[config.mk]
export PLATFORM = sky130hd
export DESIGN_NAME = dyt_lsu_mem_arbiter
export DESIGN_NICKNAME = d
export VERILOG_FILES = /design/src/rtl/dyt_lsu_mem_arbiter.sv
export SDC_FILE = /design/constraint.sdc
export NUM_CORES = 1
export LEC_CHECK = 0
export ABC_AREA = 1
export CELL_PAD_IN_SITES_DETAIL_PLACEMENT = 0
export CELL_PAD_IN_SITES_GLOBAL_PLACEMENT = 1
export CORE_ASPECT_RATIO = 1.5
export CORE_MARGIN = 1.5
export CORE_UTILIZATION = 32
export DETAILED_ROUTE_END_ITERATION = 6
export HOLD_SLACK_MARGIN = 0.05
export PLACE_DENSITY = 0.86
export RECOVER_POWER = 100
export SYNTH_ARGS = -nofsm -noshare
export SYNTH_HDL_FRONTEND = slang
export SYNTH_SLANG_ARGS = --single-unit
[constraint.sdc]
create_clock -name CLK -period 2.6 [get_ports CLK]
set_input_delay 0.78 -clock CLK [delete_from_list [all_inputs] [get_ports CLK]]
set_output_delay 0.78 -clock CLK [all_outputs]
set_load 0.01 [all_outputs]
[src/rtl/dyt_lsu_mem_arbiter.sv]
// Load/store arbiter: NUM_CH requestors share one SRAM port with lane
// formatting, load extension, misalignment errors and an ack timeout.
module dyt_lsu_mem_arbiter #(
    parameter int unsigned NUM_CH  = 2,
    parameter int unsigned ADDR_W  = 32,
    parameter bit          RR_EN   = 1'b1,
    parameter int unsigned TIMEOUT = 16
) (
    input  logic                     CLK,
    input  logic                     nRST,
    input  logic [NUM_CH-1:0]        req_ren,
    input  logic [NUM_CH-1:0]        req_wen,
    input  logic [NUM_CH*ADDR_W-1:0] req_addr,
    input  logic [NUM_CH*32-1:0]     req_wdata,
    input  logic [NUM_CH*2-1:0]      req_type,
    input  logic [NUM_CH-1:0]        req_uns,
    output logic [NUM_CH-1:0]        req_gnt,
    output logic [NUM_CH-1:0]        req_err,
    output logic [31:0]              req_rdata,
    output logic                     sram_req,
    output logic                     sram_wen,
    output logic [ADDR_W-1:0]        sram_addr,
    output logic [31:0]              sram_wdata,
    output logic [3:0]               sram_ben,
    input  logic                     sram_ack,
    input  logic [31:0]              sram_rdata
);

    localparam int unsigned CH_W  = (NUM_CH > 1) ? $clog2(NUM_CH) : 1;
    localparam int unsigned CNT_W = $clog2(TIMEOUT);

    typedef enum logic [1:0] {S_IDLE, S_ISSUE, S_WAIT, S_DONE} state_t;

    state_t             r_state;
    logic [CH_W-1:0]    r_ch;
    logic [CH_W-1:0]    r_ptr;
    logic [CNT_W-1:0]   r_cnt;
    logic [1:0]         r_off;
    logic [1:0]         r_type;
    logic               r_uns;
    logic               r_wr;
    logic [NUM_CH-1:0]  r_gnt;
    logic [NUM_CH-1:0]  r_err;
    logic [31:0]        r_rdata;
    logic               r_sram_req;
    logic               r_sram_wen;
    logic [ADDR_W-1:0]  r_sram_addr;
    logic [31:0]        r_sram_wdata;
    logic [3:0]         r_sram_ben;

    logic [ADDR_W-1:0]  w_addr_a  [NUM_CH];
    logic [31:0]        w_wdata_a [NUM_CH];
    logic [1:0]         w_type_a  [NUM_CH];
    logic [NUM_CH-1:0]  w_cand;
    logic               w_any;
    logic [CH_W-1:0]    w_sel;
    int unsigned        w_idx;
    logic [ADDR_W-1:0]  w_addr;
    logic [31:0]        w_wdata;
    logic [1:0]         w_type;
    logic               w_ren;
    logic               w_wen;
    logic               w_bad;
    logic [31:0]        w_st_data;
    logic [3:0]         w_st_ben;
    logic [31:0]        w_shift;
    logic [31:0]        w_load;

    for (genvar g = 0; g < NUM_CH; g++) begin : g_unpack
        assign w_addr_a[g]  = req_addr[g*ADDR_W +: ADDR_W];
        assign w_wdata_a[g] = req_wdata[g*32 +: 32];
        assign w_type_a[g]  = req_type[g*2 +: 2];
    end

    assign w_cand = req_ren | req_wen;

    // Pick the first requesting channel after the last grant (or lowest index)
    always_comb begin
        w_any = 1'b0;
        w_sel = '0;
        w_idx = 0;
        for (int i = 0; i < NUM_CH; i++) begin
            if (RR_EN)
                w_idx = (32'(r_ptr) + 32'd1 + 32'(i)) % NUM_CH;
            else
                w_idx = 32'(i);
            if (!w_any && w_cand[CH_W'(w_idx)]) begin
                w_any = 1'b1;
                w_sel = CH_W'(w_idx);
            end
        end
    end

    assign w_addr  = w_addr_a[w_sel];
    assign w_wdata = w_wdata_a[w_sel];
    assign w_type  = w_type_a[w_sel];
    assign w_ren   = req_ren[w_sel];
    assign w_wen   = req_wen[w_sel];

    always_comb begin
        w_bad = (w_type == 2'b11) || (w_ren && w_wen);
        if (w_type == 2'b01 && w_addr[0])
            w_bad = 1'b1;
        if (w_type == 2'b10 && w_addr[1:0] != 2'b00)
            w_bad = 1'b1;
    end

    // Replicate store data across lanes and pick the byte enables
    always_comb begin
        case (w_type)
            2'b00: begin
                w_st_data = {4{w_wdata[7:0]}};
                w_st_ben  = 4'b0001 << w_addr[1:0];
            end
            2'b01: begin
                w_st_data = {2{w_wdata[15:0]}};
                w_st_ben  = 4'b0011 << {w_addr[1], 1'b0};
            end
            default: begin
                w_st_data = w_wdata;
                w_st_ben  = 4'b1111;
            end
        endcase
    end

    always_comb begin
        w_shift = sram_rdata >> {r_off, 3'b000};
        case (r_type)
            2'b00:   w_load = r_uns ? {24'h0, w_shift[7:0]}
                                    : {{24{w_shift[7]}}, w_shift[7:0]};
            2'b01:   w_load = r_uns ? {16'h0, w_shift[15:0]}
                                    : {{16{w_shift[15]}}, w_shift[15:0]};
            default: w_load = w_shift;
        endcase
    end

    always_ff @(posedge CLK or negedge nRST) begin
        if (!nRST) begin
            r_state      <= S_IDLE;
            r_ch         <= '0;
            r_ptr        <= CH_W'(NUM_CH - 1);
            r_cnt        <= '0;
            r_off        <= '0;
            r_type       <= '0;
            r_uns        <= 1'b0;
            r_wr         <= 1'b0;
            r_gnt        <= '0;
            r_err        <= '0;
            r_rdata      <= '0;
            r_sram_req   <= 1'b0;
            r_sram_wen   <= 1'b0;
            r_sram_addr  <= '0;
            r_sram_wdata <= '0;
            r_sram_ben   <= '0;
        end else begin
            r_gnt      <= '0;
            r_err      <= '0;
            r_sram_req <= 1'b0;
            case (r_state)
                S_IDLE: begin
                    if (w_any) begin
                        r_ch   <= w_sel;
                        r_ptr  <= w_sel;
                        r_off  <= w_addr[1:0];
                        r_type <= w_type;
                        r_uns  <= req_uns[w_sel];
                        r_wr   <= w_wen;
                        if (w_bad) begin
                            r_state <= S_DONE;
                            r_gnt   <= NUM_CH'(1) << w_sel;
                            r_err   <= NUM_CH'(1) << w_sel;
                        end else begin
                            r_state      <= S_ISSUE;
                            r_sram_req   <= 1'b1;
                            r_sram_wen   <= w_wen;
                            r_sram_addr  <= {w_addr[ADDR_W-1:2], 2'b00};
                            r_sram_wdata <= w_st_data;
                            r_sram_ben   <= w_st_ben;
                        end
                    end
                end
                S_ISSUE: begin
                    r_state <= S_WAIT;
                    r_cnt   <= '0;
                end
                S_WAIT: begin
                    // Ack wins over a timeout in the same cycle
                    if (sram_ack) begin
                        r_state <= S_DONE;
                        r_gnt   <= NUM_CH'(1) << r_ch;
                        if (!r_wr)
                            r_rdata <= w_load;
                    end else if (r_cnt == CNT_W'(TIMEOUT - 1)) begin
                        r_state <= S_DONE;
                        r_gnt   <= NUM_CH'(1) << r_ch;
                        r_err   <= NUM_CH'(1) << r_ch;
                    end else begin
                        r_cnt <= r_cnt + CNT_W'(1);
                    end
                end
                default: begin
                    r_state <= S_IDLE;
                end
            endcase
        end
    end

    assign req_gnt    = r_gnt;
    assign req_err    = r_err;
    assign req_rdata  = r_rdata;
    assign sram_req   = r_sram_req;
    assign sram_wen   = r_sram_wen;
    assign sram_addr  = r_sram_addr;
    assign sram_wdata = r_sram_wdata;
    assign sram_ben   = r_sram_ben;

endmodule

==> impl.org, run 1 <==
** Run status
- Status :: finished, violations left
- Violated checks :: capacitance limit, slew limit

** Clocking
- Clk sinks :: 118
- Clock-pin slew was measured on the worst setup and hold paths at 0.06 ns.
- In this run, post-CTS hold repair placed 0 buffers.
- Clock tree from TritonCTS :: built
- The clock reaches the later pin of the worst-skew pair after 0.42 ns.
- Post-CTS repair changed the size of 0 cells.
- The H-tree generated during clock tree synthesis spans 4 levels.
- In this run the clock root is driven by a sky130_fd_sc_hd__clkbuf_16.
- Post-CTS Repair Setup Buffers :: 0
- The clock passes through at most 2 buffers.
- The number of clock buffers added by TritonCTS is 17.

** Logic synthesis
- Number of synthesized register bits :: around 120
- Synth warnings :: 0
- Most used DFF post-synth :: sky130_fd_sc_hd__dfrtp_1
- Sequential fraction of the synthesis area :: 0.451
- After synthesis the cells add up to 0.00655 mm^2.
- Yosys mapped a number of flops with a built-in enable equal to 0.
- Post-Syn Area per Cell :: 6.94 um^2
- After synthesis, the netlist uses 37 different library cells.
- Synthesis produced a netlist whose cell count is approximately 940.
- Fraction of registers with async set or reset after synthesis :: 1.00

** Layout
- Once layout is complete, the utilization of the core stands at 0.523.
- The area growth from synthesis to layout is 59.2%.
- In the final layout, the multi-input gates occupy 0.00309 mm^2.
- Area of all sequential standard cells :: 0.00295 mm^2
- Summing all non-filler instances in the final layout gives an area of 0.0104 mm^2.
- At the end of the flow, the number of nets in the layout was 1424.
- Of the cells placed in the final design, the portion with a size suffix greater than 1 is 0.0874.
- Cell Count, Final, Fillers Out :: 1519
- Count of antenna diodes in the layout :: 0
- Fill cell total of the finished layout :: 1954

** Worst setup path
- STA puts the critical path data arrival time at between 2 and 3 ns.
- Cell with the largest stage delay on the worst path :: sky130_fd_sc_hd__clkdlybuf4s50_1
- The worst setup path is captured at a register.
- In this run the worst path has a maximum fanout of 42.
- Required time of the critical path :: around 2.9 ns
- The worst setup path is launched from a primary input.
- The worst setup path is of the in -> reg kind.
- Most frequent cell on the critical path :: sky130_fd_sc_hd__nand2_1
- Cell Chain, Critical Path :: clkdlybuf4s50_1, nor2_1, inv_1, nand2_4, buf_12, inv_2, buf_12, nand2_1, nand2_1, nand2_1, nand3_1, nand2_1, nand2_1
- Largest stage delay on the critical path :: between 0.4 and 0.5 ns

** Drt
- Total number of vias :: 6959
- Average routed wire per standard cell :: approximately 15 um
- The final layout contains routed wiring with a total length of 22300 um.
- Vias per cell :: 4.58
- For this block, the initial DRC count from the detailed router was approximately 430.
- In the routed design, unresolved DRC markers number 0.
- For this run, the detailed router's first-pass iteration total came to 5.
- Routed Antenna Nets :: 0

** GRT
- Maximum number of pins on one net before global-route repair :: 119
- Total GRT Usage :: 0.213
- In the global route stage, met2 resource usage came out at 0.396.
- For met1 alone, demand over resource in global routing was 0.231.
- Vias in the first global route :: 6932
- Wire length of the first global-routing pass :: 35300 um
- Remaining Overflow, GRT :: 0
- Number of antenna violations at the first check in global routing :: 0
- GR peak layer :: met2
- Global-route met3 utilization :: 0.0483

** Placed design
- Summing all placed instances gives a cell area of approximately 0.0099 mm^2.
- After legalization and detailed placement, the total HPWL measured 16800 um.
- Including well taps, the total number of placed cells is 1487.
- Routability-driven placement finished with a final weighted congestion of 0.842.
- In this run the tool buffered the top-level ports with ~280 buffer cells.

** Die
- Area inside the core boundary :: ~0.020 mm^2
- Die W :: 120 um
- Std cell rows :: 63
- Total I/O pin count :: 279
- For this configuration, the core starts out at a cell density of 0.329.
- The die covers 0.0214 mm^2.
- The die is 178 um tall.

** Power and ir drop
- Internal power comes to 6770 uW.
- Power comes to 11300 uW.
- The worst-case IR drop observed on VDD is 0.470 mV.
- For this design the total switching power over the nets is 4520 uW.
- The share of total power dissipated in the clock network is 0.219.
- Relative contribution of combinational cells to total power :: 0.501
- Reg power frac :: 0.280
- For this design the static power due to leakage is 0.00539 uW.
- For this design the ratio of total power to cell area is 1080 mW/mm^2.
- Of the total power, the share spent switching nets is 0.400.

** STA
- Static timing analysis puts the maximum clock frequency at between 400 and 500 MHz.
- Unrepaired setup endpoints after global routing :: false
- Of the available clock period, the critical path in the final layout requires 0.892.
- Worst-case clock skew :: 0.00716 ns
- Setup violations remaining at the end of the flow were counted as 0.
- The count of final hold-check violations is 0.
- Clock period minus worst slack :: 2.32 ns
- Max-slew violation total from the final report :: about 120
- At the pin with the least slew margin, the transition time is ~1.7 ns.
- In this run the tightest slew margin relative to its limit is -0.110.

** Run
- Number of maximum-capacitance constraint violations :: 1

** Worst hold path
- The tightest min-delay check is of the reg -> reg type.
-- synth_stat cells (2+ instances only) --
master | n | share of area
sky130_fd_sc_hd__or2_2 | 5 | 0.0048
sky130_fd_sc_hd__o22ai_1 | 7 | 0.0067
sky130_fd_sc_hd__nor2_1 | 25 | 0.014
sky130_fd_sc_hd__nand2_2 | 12 | 0.011
sky130_fd_sc_hd__buf_8 | 2 | 0.0046
sky130_fd_sc_hd__clkbuf_1 | 14 | 0.0080
sky130_fd_sc_hd__buf_2 | 19 | 0.015
sky130_fd_sc_hd__ha_1 | 5 | 0.0095
sky130_fd_sc_hd__o21ai_0 | 28 | 0.021
sky130_fd_sc_hd__nand2_1 | 535 | 0.31
sky130_fd_sc_hd__o21ai_1 | 5 | 0.0038
sky130_fd_sc_hd__buf_1 | 7 | 0.0040
sky130_fd_sc_hd__a21oi_1 | 22 | 0.017
sky130_fd_sc_hd__nor3_1 | 7 | 0.0053
sky130_fd_sc_hd__inv_2 | 2 | 0.0011
sky130_fd_sc_hd__o31ai_1 | 2 | 0.0023
sky130_fd_sc_hd__nand3_1 | 44 | 0.034
sky130_fd_sc_hd__nor2_2 | 2 | 0.0019
sky130_fd_sc_hd__buf_4 | 3 | 0.0034
sky130_fd_sc_hd__buf_12 | 3 | 0.0092
sky130_fd_sc_hd__o211ai_1 | 14 | 0.016
sky130_fd_sc_hd__dfrtp_1 | 117 | 0.45
sky130_fd_sc_hd__nand3b_1 | 2 | 0.0023
sky130_fd_sc_hd__inv_1 | 48 | 0.027
sky130_fd_sc_hd__buf_6 | 2 | 0.0034
-- routing by layer --
layer | up-vias | wire, um
met4 | 0 | 721
li1 | 3544 | -
met2 | 245 | 11900
met3 | 35 | 1320
met5 | - | 0
met1 | 3135 | 8390
-- cell type report --
type | instances | share of cell area
sequential | 118 | 0.283
clock inverter | 13 | 0.0163
inverter | 51 | 0.0188
multi-input combinational | 726 | 0.296
tap | 260 | 0.0312
timing repair buffer | 332 | 0.311
clock buffer | 19 | 0.0434
-- worst paths after layout --
path	startpoint	slack (ns)	endpoint	depth (start not counted)
max	req_ren[1]	0.28	sram_wdata[24]$_DFFE_PN0P_	13
min	sram_addr[20]$_DFFE_PN0P_	0.47	sram_addr[20]$_DFFE_PN0P_	2
max reg2reg	r_state[0]$_DFFE_PN0P_	0.50	req_rdata[5]$_DFFE_PN0P_	8
min reg2reg	sram_addr[20]$_DFFE_PN0P_	0.47	sram_addr[20]$_DFFE_PN0P_	2
max in group asynchronous	nRST	0.65	sram_addr[14]$_DFFE_PN0P_	2
min in group asynchronous	nRST	0.92	sram_wdata[16]$_DFFE_PN0P_	2
-- power groups by stage --
| stage | logic (uW) | registers (uW) | clock network, uW |
|---|---|---|---|
| 2_1_floorplan | 2760 | 3470 | 0 |
| 3_3_place_gp | 5960 | 3200 | 0 |
| 3_5_place_dp | 6030 | 3210 | 0 |
| 4_1_cts | 6050 | 3210 | 2520 |
| 5_1_grt | 6340 | 3270 | 2610 |
| 6_report | 5660 | 3160 | 2470 |
-- per-stage QoR --
| step | worst slack (ns) | TNS, ns | hold slack (ns) |
|---|---|---|---|
| 6_report | 0.280 | 0 | 0.469 |
| 5_1_grt | 0.0804 | 0 | 0.488 |
| 4_1_cts | 0.303 | 0 | 0.480 |
| 3_5_place_dp | -0.139 | -7.85 | 0.464 |
| 3_3_place_gp | -0.106 | -3.38 | 0.461 |
| 2_1_floorplan | 0.543 | 0 | 0.473 |
-- sequential cells by signal (all words and copies together), names as in the netlist, 2 cells and up --
signal      count
req_rdata      32
sram_wdata     32
sram_addr      30
r_cnt           4
sram_ben        4
r_off           2
r_state         2
r_type          2
req_err         2
req_gnt         2
-- logic make-up after synthesis --
group / after synthesis / synth area share
AOI/OAI and AO/OA: 81 / 0.0720
adders and majority gates: 5 / 0.00955
buffers and inverters: 101 / 0.0771
DFF: 118 / 0.451
muxes: 1 / 0.00153
other: 1 / 0.000572
and+or+nand+nor: 637 / 0.389
-- placed cells by master (no fill, tap or decap), drive strengths merged, types with 27 or more instances in the layout --
master | synthesis | layout
buf | 36 | 48
dlygate4sd3 | 0 | 106
nor2 | 27 | 27
clkbuf | 14 | 28
o21ai | 34 | 34
nand3 | 44 | 44
inv | 51 | 54
clkdlybuf4s50 | 0 | 169
dfrtp | 117 | 117
nand2 | 548 | 548
-- worst max-delay path, delay by kind of cell --
family | cells | cell delay (ns)
and+or+nand+nor | 8 | 0.81
buffers and inverters | 5 | 0.99
No activity file was read; power rests on OpenSTA's default activity.
==> run 2: changes to the inputs <==
--- a/config.mk
+++ b/config.mk
@@ -15,6 +15,7 @@
 export HOLD_SLACK_MARGIN = 0.05
 export PLACE_DENSITY = 0.86
 export RECOVER_POWER = 100
+export REMOVE_ABC_BUFFERS = 1
 export SYNTH_ARGS = -nofsm -noshare
 export SYNTH_HDL_FRONTEND = slang
 export SYNTH_SLANG_ARGS = --single-unit
==> run 2 against run 1 <==
  * The run still ends with capacitance limit, slew limit left
  * Clock power is 2% lower
  * Final cell count increased by 0.39%
  * Die area stayed put
  * Sequential cell count is the same
  * Total power about the same
  * Register-to-register slack worse by 0.10 ns
  * Clock skew is 0.0035 ns higher
  * Non-clock buffer count up 6
  * Critical endpoint is now req_rdata[20]$_DFFE_PN0P_
==> impl.org, run 2 (synthesized netlist as in run 1, its figures left out) <==
** Power and ir drop
- The cell leakage power was 0.00544 uW (was 0.00539 uW).
- Overall power after layout :: 11300 uW (about the same)
- The peak ir drop on the vdd network came to 0.421 mV (was 0.470 mV).
- The total power per unit cell area was 1070 mW/mm^2 (was 1080 mW/mm^2).

** Worst setup path
- The kind of cell adding the most delay to the critical path was buffers and inverters (unchanged).
- Cell Chain, Critical Path :: dlygate4sd3_1, inv_1, nor3_1, inv_1, a21oi_1, nand2_1, o21ai_0, inv_1 (was clkdlybuf4s50_1, nor2_1, inv_1, nand2_4, buf_12, inv_2, buf_12, nand2_1, nand2_1, nand2_1, nand3_1, nand2_1, nand2_1)
- The maximum cell stage delay along the critical path came to 0.59 ns (was 0.42 ns).
- The cell repeated most along the worst path was sky130_fd_sc_hd__inv_1 (was sky130_fd_sc_hd__nand2_1).
- The arrival time of the worst setup path is 2.72 ns (was 2.63 ns).
- The critical setup path kind is in -> reg (unchanged).
- Sort of element at the start of the critical path :: primary input (unchanged)
- The critical path data required time came to 2.89 ns (was 2.91 ns).
- Crit. End Element :: register (unchanged)
- The worst-case register-to-register setup slack came to 0.40 ns (was 0.50 ns).
- The critical-path maximum fanout is 16 (was 42).
- Cell with the largest stage delay on the worst path :: sky130_fd_sc_hd__dlygate4sd3_1 (was sky130_fd_sc_hd__clkdlybuf4s50_1)
- The critical path buffer and inverter count was 4 (was 5).

** STA
- Clock period minus worst slack :: 2.42 ns (was 2.32 ns)
- The highest attainable clock frequency is 413 MHz (was 431 MHz).
- Slew margin rel. :: -0.134 (was -0.110)
- Worst-case clock skew :: 0.0106 ns (was 0.00716 ns)
- The number of pins with negative max-slew slack in the final report was 25 (was 119).
- Unrepaired setup endpoints after global routing :: false (unchanged)
- The ratio of final minimum period to clock period is 0.931 (was 0.892).
- The number of failing setup endpoints in the final timing report is 0 (unchanged).
- Final hold violation count :: 0 (unchanged)
- Final critical-path setup slack :: 0.180 ns (was 0.280 ns)
- Slew at the pin with the worst max-slew slack :: 1.70 ns (was 1.66 ns)

** Placed design
- Count of buffers inserted at the top-level ports :: 276 (unchanged)
- Instance area after placement :: 0.00998 mm^2 (was 0.00986 mm^2)
- Gp weighted congestion :: 0.796 (was 0.842)
- The sum of net half-perimeters after detailed placement was 16300 um (was 16800 um).
- Number of cells in the design after placement :: 1493 (was 1487)
- The pre-CTS worst setup slack was -0.188 ns (was -0.139 ns).

** Clocking
- The source-to-sink clock delay at the later pin of the worst-skew pair is 0.40 ns (was 0.42 ns).
- The buffers inserted during post-CTS setup optimization was 0 (unchanged).
- Clock buffers created by TritonCTS :: 17 (unchanged)
- CTS H-tree lvls :: 4 (unchanged)
- Count of cells resized by post-cts repair :: 0 (unchanged)
- The clock slew at the register clock pins of the worst setup and hold paths is 0.06 ns (about the same).
- The CTS root buffer is sky130_fd_sc_hd__clkbuf_16 (unchanged).
- CTS Buffer Depth :: 2 (unchanged)
- The number of hold buffers added after cts was 0 (unchanged).
- The CTS tree is built (unchanged).
- Clk sinks :: 118 (unchanged)

** Run status
- Violated checks: capacitance limit, slew limit (unchanged).
- Status :: finished, violations left (unchanged)

** Die
- The core box area came to 0.0199 mm^2 (unchanged).
- The horizontal extent of the die is 120 um (unchanged).
- Std cell rows :: 63 (unchanged)
- Die Outline Area :: 0.0214 mm^2 (unchanged)
- The initial standard-cell utilization of the core was 0.329 (unchanged).
- Total I/O pin count :: 279 (unchanged)
- The die extent in y was 178 um (unchanged).

** Drt
- The post-detailed-route count of antenna-violating nets came to 0 (unchanged).
- The total iterations of the first detailed-routing run came to 6 (was 5).
- Final routed wirelength across all metal layers :: 21700 um (was 22300 um)
- The number of remaining DRC errors was 0 (unchanged).
- The number of vias in the routed layout came to 6939 (was 6959).
- DRC violation total after the first TritonRoute iteration :: 296 (was 431)
- The average routed wire per standard cell was 14.2 um (was 14.7 um).
- Vias per cell :: 4.55 (was 4.58)

** GRT
- The via count of the first global-routing pass was 6842 (was 6932).
- The overflow left after global routing came to 0 (unchanged).
- The global-route usage over all layers is 0.208 (was 0.213).
- Maximum number of pins on one net before global-route repair :: 63 (was 119)
- Number of antenna violations at the first check in global routing :: 0 (unchanged)
- The wire length of the first global-routing pass is 34700 um (was 35300 um).

** Run
- Number of maximum-capacitance constraint violations :: 1 (unchanged)

** Layout
- Cell Count, Final, Fillers Out :: 1525 (was 1519)
- Post-route cell area :: 0.0106 mm^2 (was 0.0104 mm^2)
- Final standard cell utilization of the core :: 0.529 (was 0.523)
- The layout net count is 1430 (was 1424).
- Most common cell after layout, fill and taps aside :: sky130_fd_sc_hd__nand2_1 (unchanged)
- Fill cell total of the finished layout :: 1969 (was 1954)
- Commonest cells after routing, fill and taps aside: sky130_fd_sc_hd__nand2_1 (536), sky130_fd_sc_hd__clkdlybuf4s50_1 (170), sky130_fd_sc_hd__dfrtp_1 (117) (was sky130_fd_sc_hd__nand2_1 (535), sky130_fd_sc_hd__clkdlybuf4s50_1 (169), sky130_fd_sc_hd__dfrtp_1 (117)).
- The flip-flop and latch area was 0.00295 mm^2 (unchanged).
- Fraction of layout instances using a drive strength above 1 :: 0.0901 (was 0.0874)
- Footprint of the multi-input gates :: 0.00309 mm^2 (unchanged)
- Count of antenna diodes in the layout :: 0 (unchanged)
- The area growth from synthesis to layout came to 61.0% (was 59.2%).

** Worst hold path
- Path class of the lowest-slack min-delay path :: reg -> reg (unchanged)
==> run 2: layer usage <==
layer,vias to the layer above,global-route usage,part of all wire
met4,0,0.0709,0.018
met1,3136,0.228,0.40
li1,3550,-,-
met2,226,0.379,0.51
met5,-,0,0
met3,27,0.0617,0.070
==> run 2: cell type report <==
cell class / instances / area share
multi-input cells: 726 / 0.293
well taps: 260 / 0.0308
flip-flops and latches: 118 / 0.280
repair buffers: 338 / 0.321
inverters: 51 / 0.0186
clock inverters: 12 / 0.0146
clock buffers: 20 / 0.0423
==> run 2: report_power, final <==
group / total (uW) / switching, uW / internal, uW
logic: 5720 / 3110 / 2600
clock network: 2410 / 879 / 1530
registers: 3170 / 480 / 2690
total: 11300 / 4470 / 6820
==> run 2: worst paths after layout <==
path / from / depth (start not counted) / endpoint
worst max-delay path: sram_ack / 8 / req_rdata[20]$_DFFE_PN0P_
worst min-delay path: req_rdata[0]$_DFFE_PN0P_ / 2 / req_rdata[0]$_DFFE_PN0P_
worst max register to register: r_state[0]$_DFFE_PN0P_ / 9 / req_rdata[20]$_DFFE_PN0P_
worst min register to register: req_rdata[0]$_DFFE_PN0P_ / 2 / req_rdata[0]$_DFFE_PN0P_
max in group asynchronous: nRST / 2 / r_ptr$_DFFE_PN1P_
min in group asynchronous: nRST / 1 / req_rdata[6]$_DFFE_PN0P_
==> run 2: through the flow <==
| step | hold WS (ns) | setup TNS, ns |
|---|---|---|
| 6_report | 0.471 | 0 |
| 5_1_grt | 0.485 | 0 |
| 4_1_cts | 0.293 | 0 |
| 3_5_place_dp | 0.464 | -10.42 |
| 3_3_place_gp | 0.462 | -9.74 |
| 2_1_floorplan | 0.473 | -47.52 |
==> run 2: worst register-to-register path: cells and delay by family, from the launching register on <==
kind | cells | cell delay [ns]
buffers and inverters | 4 | 0.70
AO/OA/AOI/OAI | 2 | 0.32
adder cells (fa/ha/maj) | 1 | 0.23
AND/OR/NAND/NOR | 2 | 0.44
flip-flops | 1 | 0.40
==> run 3: changes to the inputs <==
--- a/config.mk
+++ b/config.mk
@@ -6,6 +6,7 @@
 export NUM_CORES = 1
 export LEC_CHECK = 0
 export ABC_AREA = 1
+export ABC_CLOCK_PERIOD_IN_PS = 2600
 export CELL_PAD_IN_SITES_DETAIL_PLACEMENT = 0
 export CELL_PAD_IN_SITES_GLOBAL_PLACEMENT = 1
 export CORE_ASPECT_RATIO = 1.5
==> results of run 3 <==
No change in the layout: final DEF, timing and power equal those of run 2.
